===== src/rtl/mips_cpu_mem_arb_pkg.sv =====
// Shared types for the CPU memory-port arbiter.
//   arb_state_t : arbiter FSM states
//   grant_t     : which requester owns the memory port
//   BE_ALL      : byteenable used for instruction fetches
package mips_cpu_mem_arb_pkg;

  typedef enum logic [1:0] {
    IDLE    = 2'd0,
    ISSUE   = 2'd1,
    RD_WAIT = 2'd2,
    ACK     = 2'd3
  } arb_state_t;

  typedef enum logic {
    GNT_INSTR = 1'b0,
    GNT_DATA  = 1'b1
  } grant_t;

  localparam logic [3:0] BE_ALL = 4'b1111;

endpackage


===== src/rtl/mips_cpu_mem_arbiter_if.sv =====
// Bus bundle between the CPU core ports, the arbiter and the Avalon-MM RAM port.
//   i_*   : instruction fetch req/ack port (read-only)
//   d_*   : data req/ack port (read/write, byteenable)
//   avm_* : Avalon-MM master port towards RAM (read latency 1)
// Modports: slave = arbiter view, master = CPU core + memory view.
interface mips_cpu_mem_arbiter_if #(
  parameter int ADDR_W = 32,
  parameter int DATA_W = 32
);
  localparam int BE_W = DATA_W / 8;

  logic              i_req;
  logic [ADDR_W-1:0] i_addr;
  logic              i_ack;
  logic [DATA_W-1:0] i_rdata;

  logic              d_req;
  logic              d_we;
  logic [ADDR_W-1:0] d_addr;
  logic [DATA_W-1:0] d_wdata;
  logic [BE_W-1:0]   d_be;
  logic              d_ack;
  logic [DATA_W-1:0] d_rdata;

  logic [ADDR_W-1:0] avm_address;
  logic              avm_read;
  logic              avm_write;
  logic [DATA_W-1:0] avm_writedata;
  logic [BE_W-1:0]   avm_byteenable;
  logic              avm_waitrequest;
  logic [DATA_W-1:0] avm_readdata;

  modport slave (
    input  i_req, i_addr,
    output i_ack, i_rdata,
    input  d_req, d_we, d_addr, d_wdata, d_be,
    output d_ack, d_rdata,
    output avm_address, avm_read, avm_write, avm_writedata, avm_byteenable,
    input  avm_waitrequest, avm_readdata
  );

  modport master (
    output i_req, i_addr,
    input  i_ack, i_rdata,
    output d_req, d_we, d_addr, d_wdata, d_be,
    input  d_ack, d_rdata,
    input  avm_address, avm_read, avm_write, avm_writedata, avm_byteenable,
    output avm_waitrequest, avm_readdata
  );
endinterface


===== src/rtl/mips_cpu_mem_arb_pick.sv =====
// Combinational winner select for the memory-port arbiter.
// Build option: MIPS_CPU_MEM_ARB_RR_EN
//   defined   : round-robin, a tie goes to the requester that was not granted last
//   undefined : fixed priority, data beats instruction on a tie
// Ports:
//   i_ireq  : instruction request
//   i_dreq  : data request
//   i_last  : requester granted most recently
//   o_any   : at least one request pending
//   o_gnt   : winning requester (valid when o_any)
module mips_cpu_mem_arb_pick
  import mips_cpu_mem_arb_pkg::*;
(
  input  logic   i_ireq,
  input  logic   i_dreq,
  input  grant_t i_last,
  output logic   o_any,
  output grant_t o_gnt
);

`ifndef MIPS_CPU_MEM_ARB_RR_EN
  // last-grant only matters for round-robin
  logic w_last_unused;
  assign w_last_unused = i_last;
`endif

  always_comb begin
    o_any = i_ireq | i_dreq;
    o_gnt = GNT_INSTR;
    if (i_ireq && i_dreq) begin
`ifdef MIPS_CPU_MEM_ARB_RR_EN
      o_gnt = (i_last == GNT_INSTR) ? GNT_DATA : GNT_INSTR;
`else
      o_gnt = GNT_DATA;
`endif
    end else if (i_dreq) begin
      o_gnt = GNT_DATA;
    end
  end

endmodule


===== src/rtl/mips_cpu_mem_arbiter.sv =====
// Shares one Avalon-MM memory port between the CPU fetch and data ports.
// One transaction outstanding; the winner's command is latched in IDLE, so
// requester changes while granted have no effect.
// Build option: MIPS_CPU_MEM_ARB_RR_EN selects round-robin arbitration
// (see mips_cpu_mem_arb_pick); default is data-over-instruction priority.
// Ports:
//   clk   : clock, rising edge
//   reset : asynchronous active-high reset
//   bus   : slave modport of mips_cpu_mem_arbiter_if (i_*, d_*, avm_*)
// Latency without stall: write ack 2 cycles, read ack 3 cycles after req is
// sampled; each waitrequest cycle adds one.
module mips_cpu_mem_arbiter
  import mips_cpu_mem_arb_pkg::*;
#(
  parameter int ADDR_W = 32,
  parameter int DATA_W = 32
) (
  input  logic                   clk,
  input  logic                   reset,
  mips_cpu_mem_arbiter_if.slave  bus
);

  localparam int BE_W = DATA_W / 8;

  arb_state_t        r_state;
  grant_t            r_gnt;
  grant_t            r_last;
  logic              r_we;
  logic [ADDR_W-1:0] r_addr;
  logic [DATA_W-1:0] r_wdata;
  logic [BE_W-1:0]   r_be;
  logic [DATA_W-1:0] r_irdata;
  logic [DATA_W-1:0] r_drdata;

  logic              w_any;
  grant_t            w_pick;
  logic              w_issue;

  mips_cpu_mem_arb_pick u_pick (
    .i_ireq (bus.i_req),
    .i_dreq (bus.d_req),
    .i_last (r_last),
    .o_any  (w_any),
    .o_gnt  (w_pick)
  );

  always_ff @(posedge clk or posedge reset) begin
    if (reset) begin
      r_state  <= IDLE;
      r_gnt    <= GNT_INSTR;
      r_last   <= GNT_INSTR;
      r_we     <= 1'b0;
      r_addr   <= '0;
      r_wdata  <= '0;
      r_be     <= '0;
      r_irdata <= '0;
      r_drdata <= '0;
    end else begin
      case (r_state)
        IDLE: begin
          if (w_any) begin
            r_gnt   <= w_pick;
            r_state <= ISSUE;
            if (w_pick == GNT_DATA) begin
              r_we    <= bus.d_we;
              r_addr  <= bus.d_addr;
              r_wdata <= bus.d_wdata;
              r_be    <= bus.d_be;
            end else begin
              r_we    <= 1'b0;
              r_addr  <= bus.i_addr;
              r_wdata <= '0;
              r_be    <= {(BE_W/4){BE_ALL}};
            end
          end
        end
        ISSUE: begin
          if (!bus.avm_waitrequest)
            r_state <= r_we ? ACK : RD_WAIT;
        end
        RD_WAIT: begin
          // readdata valid exactly one cycle after the read was accepted
          if (r_gnt == GNT_DATA) r_drdata <= bus.avm_readdata;
          else                   r_irdata <= bus.avm_readdata;
          r_state <= ACK;
        end
        ACK: begin
          r_last  <= r_gnt;
          r_state <= IDLE;
        end
        default: r_state <= IDLE;
      endcase
    end
  end

  // strobes are decoded from state so an async reset drops them immediately
  assign w_issue            = (r_state == ISSUE);
  assign bus.avm_read       = w_issue & ~r_we;
  assign bus.avm_write      = w_issue &  r_we;
  assign bus.avm_address    = r_addr;
  assign bus.avm_writedata  = r_wdata;
  assign bus.avm_byteenable = r_be;

  assign bus.i_ack   = (r_state == ACK) && (r_gnt == GNT_INSTR);
  assign bus.d_ack   = (r_state == ACK) && (r_gnt == GNT_DATA);
  assign bus.i_rdata = r_irdata;
  assign bus.d_rdata = r_drdata;

endmodule


===== src/flat_wrapper.sv =====
// flat-port wrapper written by rule: the top's interface ports become plain ports
module mips_cpu_mem_arbiter_flat import mips_cpu_mem_arb_pkg::*;
#(
  parameter int ADDR_W = 32,
  parameter int DATA_W = 32
)
  (clk, reset, bus_i_req, bus_i_addr, bus_i_ack, bus_i_rdata, bus_d_req, bus_d_we, bus_d_addr, bus_d_wdata, bus_d_be, bus_d_ack, bus_d_rdata, bus_avm_address, bus_avm_read, bus_avm_write, bus_avm_writedata, bus_avm_byteenable, bus_avm_waitrequest, bus_avm_readdata);
  mips_cpu_mem_arbiter_if #(.ADDR_W(ADDR_W), .DATA_W(DATA_W)) bus_i ();
  input  logic clk;
  input  logic reset;
  input wire logic [$bits(bus_i.i_req)-1:0] bus_i_req;
  input wire logic [$bits(bus_i.i_addr)-1:0] bus_i_addr;
  output wire logic [$bits(bus_i.i_ack)-1:0] bus_i_ack;
  output wire logic [$bits(bus_i.i_rdata)-1:0] bus_i_rdata;
  input wire logic [$bits(bus_i.d_req)-1:0] bus_d_req;
  input wire logic [$bits(bus_i.d_we)-1:0] bus_d_we;
  input wire logic [$bits(bus_i.d_addr)-1:0] bus_d_addr;
  input wire logic [$bits(bus_i.d_wdata)-1:0] bus_d_wdata;
  input wire logic [$bits(bus_i.d_be)-1:0] bus_d_be;
  output wire logic [$bits(bus_i.d_ack)-1:0] bus_d_ack;
  output wire logic [$bits(bus_i.d_rdata)-1:0] bus_d_rdata;
  output wire logic [$bits(bus_i.avm_address)-1:0] bus_avm_address;
  output wire logic [$bits(bus_i.avm_read)-1:0] bus_avm_read;
  output wire logic [$bits(bus_i.avm_write)-1:0] bus_avm_write;
  output wire logic [$bits(bus_i.avm_writedata)-1:0] bus_avm_writedata;
  output wire logic [$bits(bus_i.avm_byteenable)-1:0] bus_avm_byteenable;
  input wire logic [$bits(bus_i.avm_waitrequest)-1:0] bus_avm_waitrequest;
  input wire logic [$bits(bus_i.avm_readdata)-1:0] bus_avm_readdata;
  assign bus_i.i_req = bus_i_req;
  assign bus_i.i_addr = bus_i_addr;
  assign bus_i_ack = bus_i.i_ack;
  assign bus_i_rdata = bus_i.i_rdata;
  assign bus_i.d_req = bus_d_req;
  assign bus_i.d_we = bus_d_we;
  assign bus_i.d_addr = bus_d_addr;
  assign bus_i.d_wdata = bus_d_wdata;
  assign bus_i.d_be = bus_d_be;
  assign bus_d_ack = bus_i.d_ack;
  assign bus_d_rdata = bus_i.d_rdata;
  assign bus_avm_address = bus_i.avm_address;
  assign bus_avm_read = bus_i.avm_read;
  assign bus_avm_write = bus_i.avm_write;
  assign bus_avm_writedata = bus_i.avm_writedata;
  assign bus_avm_byteenable = bus_i.avm_byteenable;
  assign bus_i.avm_waitrequest = bus_avm_waitrequest;
  assign bus_i.avm_readdata = bus_avm_readdata;
  mips_cpu_mem_arbiter #(.ADDR_W(ADDR_W), .DATA_W(DATA_W)) u_core (.clk(clk), .reset(reset), .bus(bus_i));
endmodule

===== config.mk =====
export PLATFORM = sky130hd
export DESIGN_NAME = mips_cpu_mem_arbiter_flat
export DESIGN_NICKNAME = d
export VERILOG_FILES = /design/src/rtl/mips_cpu_mem_arb_pkg.sv /design/src/rtl/mips_cpu_mem_arbiter_if.sv /design/src/rtl/mips_cpu_mem_arb_pick.sv /design/src/rtl/mips_cpu_mem_arbiter.sv /design/src/flat_wrapper.sv
export SDC_FILE = /design/constraint.sdc
export NUM_CORES = 1
export LEC_CHECK = 0
export CELL_PAD_IN_SITES_DETAIL_PLACEMENT = 0
export CELL_PAD_IN_SITES_GLOBAL_PLACEMENT = 2
export CORE_MARGIN = 1
export CORE_UTILIZATION = 26
export CTS_CLUSTER_SIZE = 10
export DETAILED_ROUTE_END_ITERATION = 16
export PLACE_DENSITY_LB_ADDON = 0.1
export RECOVER_POWER = 100
export SLEW_MARGIN = 20
export SYNTH_ARGS = -nofsm -noshare
export SYNTH_HDL_FRONTEND = slang
export SYNTH_SLANG_ARGS = --single-unit

===== constraint.sdc =====
create_clock -name clk -period 6.9 [get_ports clk]
set_clock_uncertainty 0.05 [all_clocks]
set_input_delay 1.38 -clock clk [delete_from_list [all_inputs] [get_ports clk]]
set_output_delay 1.38 -clock clk [all_outputs]
set_load 0.05 [all_outputs]

==> flow_metrics.tcl <==
set metrics [dict create \
    cp_top_family "buffers and inverters" \
    layout_commonest_cell "dlygate4sd3_1" \
    cts_sinks 136 \
    p_leak_nw 4.08 \
    routabilityCongestion 0.704 \
    fmaxAchievable_mhz 222 \
    critPathMaxStageDelay_ns 2.19 \
    slew_violations 89 \
    status "finished, violations left" \
    ys_seq_area_share_pct 61.1 \
    multi_input_area_um2 1960 \
    cts_resized 0 \
    hpwl_um 11400 \
    synth_cell_types 23 \
    syn_area_um2 5570 \
    cts_buffer_depth 2 \
    n_antenna_cell 0 \
    design.final.nets 871 \
    slew-limit-headroom_pct -165 \
    n_fill_cell 2009 \
    finalSetupViolations 0 \
    syn-mean-instance-area_um2 12.1 \
    die-area_um2 22000 \
    crit_buf_inv 3 \
    finalNonFillerCells 1016 \
    ant_nets 0 \
    ys_warn_count 0 \
    path_cells "clkdlybuf4s50_1, clkinvlp_2, buf_4" \
    hold_viol_final 0 \
    fin_crit_sh_pct 65.2 \
    setup_ws_ns 2.40 \
    io_buffers 273 \
    synth_fp_nets 605 \
    clk_pin_slew_ns 0.06 \
    ys_seq_elements 136 \
    grt-ovfl-total 0 \
    required_ns 7.33 \
    drt_iter0_markers 201 \
    ios 274 \
    synth_cells 462 \
    dp.cells 983 \
    tightest_slew_ns 3.95 \
    cap_violations 1 \
    ctsHoldBuffers 0 \
    clkLatencyLatePin_ns 0.41 \
    dr.pass1.iters 4 \
    area_growth_pct 62.0 \
    grt_pass1_wl_um 25200 \
    drive_gt1_share_pct 13.2 \
    final_area_um2 9030 \
    cts_tree "done" \
    most-common-layout-cells "145 x dlygate4sd3_1, 136 x dfrtp_1, 127 x clkdlybuf4s50_1" \
    final_core_util_pct 42.9 \
    violations "max-capacitance violations, max-slew violations" \
    drc_errors 0 \
    wl_per_cell_um 15.7 \
    cp_max_fo 88 \
    postCtsSetupBuffers 0 \
    ctsHtreeMaxLevel 4 \
    ctsRootBufferMaster "clkbuf_16" \
    antenna_found_initial 0 \
    preCtsSetupSlack_ns 3.55 \
    rows 53 \
    fin_crit_ns 4.50 \
    track_usage_pct 15.1 \
    cts_buffers 17 \
    ir_drop_uv 202 \
    vias 4350 \
    cp_slowest_cell "clkinvlp_2" \
    hold_class "flip-flop to flip-flop" \
    p_per_area_nw_per_um2 575 \
    path_class "input pin to asynchronous set/reset pin" \
    place_area_um2 8490 \
    finalSetupTns_ns 0 \
    die_w_um 148 \
    rsz0062_at_grt "false" \
    start_util_pct 26.5 \
    arrival_ns 4.93 \
    startpoint_type "input pin" \
    grt_pass1_vias 4576 \
    crit_path_end_kind "asynchronous set/reset pin" \
    ff_latch_area_um2 3400 \
    grt_max_degree 107 \
    coreArea_um2 21000 \
    routed_via_density 4.28 \
    routed_wl_um 16000 \
    die_y_um 148 \
]
==> flip-flops by register name, summed over array words and instances, names as in the netlist <==
signal	count
u_core.bus.avm_address	32
u_core.r_state	2
u_core.bus.i_rdata	32
u_core.bus.avm_byteenable	4
u_core.bus.avm_writedata	32
u_core.r_we	1
u_core.r_gnt	1
u_core.bus.d_rdata	32
==> Yosys cell counts <==
cell type | number | area share [%]
a221oi_1 | 1 | 0.16
a22oi_1 | 1 | 0.13
a2bb2oi_1 | 1 | 0.16
and2_1 | 2 | 0.22
buf_1 | 2 | 0.13
buf_2 | 11 | 0.99
buf_4 | 8 | 1.1
buf_6 | 4 | 0.81
clkbuf_1 | 2 | 0.13
clkbuf_2 | 3 | 0.27
dfrtp_1 | 136 | 61
ha_1 | 5 | 1.1
inv_1 | 3 | 0.20
mux2_1 | 2 | 0.40
mux2_2 | 63 | 13
mux2i_1 | 32 | 5.7
nand2_1 | 106 | 7.1
nand3_1 | 33 | 3.0
nor2_1 | 2 | 0.13
nor2b_1 | 7 | 0.79
nor3_1 | 1 | 0.090
o21ai_0 | 36 | 3.2
o21ai_4 | 1 | 0.29
==> report_power, final <==
part           leakage [nW]  internal [W]  total (W)  switching, W
logic                  2.17      0.000914    0.00293       0.00202
registers              1.66       0.00121    0.00141      0.000200
clock network         0.260      0.000498   0.000850      0.000352
==> worst reg2reg max path, stage by stage (launching register included) <==
cell	delay (ns)
dfrtp_1	0.41
inv_1	0.14
ha_1	0.18
nor2b_1	0.90
clkbuf_1	1.07
mux2_2	0.44
==> metal layers <==
| layer | track usage, % | vias up | share of wire [%] |
|---|---|---|---|
| met3 | 5.40 | 20 | 8.2 |
| met4 | 5.77 | 0 | 1.6 |
| met5 | 0 | - | 0 |
| met1 | 17.7 | 2059 | 41 |
| li1 | - | 2102 | - |
| met2 | 25.2 | 169 | 49 |
==> final timing paths <==
kind / from / cells after the start / endpoint / slack (ns)
worst max-delay path: reset / 3 / u_core.bus.avm_writedata[5] / 2.40
worst min-delay path: u_core.bus.avm_writedata[12] / 2 / u_core.bus.avm_writedata[12] / 0.41
worst max register to register: u_core.r_state[0] / 5 / u_core.bus.i_rdata[18] / 3.58
worst min register to register: u_core.bus.avm_writedata[12] / 2 / u_core.bus.avm_writedata[12] / 0.41
max in group clk: u_core.r_state[1] / 4 / bus_avm_write / 3.25
min in group asynchronous: reset / 2 / u_core.bus.i_rdata[4] / 2.40
==> final cells by class <==
| class | instances | area share (%) |
|---|---|---|
| Clock inverter | 13 | 1.36 |
| Inverter | 3 | 0.139 |
| Timing Repair Buffer | 277 | 30.5 |
| Clock buffer | 19 | 4.80 |
| Tap cell | 275 | 3.81 |
| Sequential cell | 136 | 37.7 |
| Multi-Input combinational cell | 293 | 21.7 |
==> kinds of logic after synthesis <==
logic type | after synthesis | synth area share, %
compound gates | 40 | 3.97
mux | 97 | 18.9
simple gates | 151 | 11.3
fa+ha+maj | 5 | 1.12
buf+inv | 33 | 3.61
flops | 136 | 61.1
==> through the flow <==
stage / power, W / hold WS (ns)
3_3_place_gp: 0.00452 / 0.402
2_1_floorplan: 0.00347 / 0.403
5_1_grt: 0.00548 / 0.438
4_1_cts: 0.00544 / 0.419
6_report: 0.00519 / 0.406
3_5_place_dp: 0.00456 / 0.405
Power figures use the tool's default switching activity.
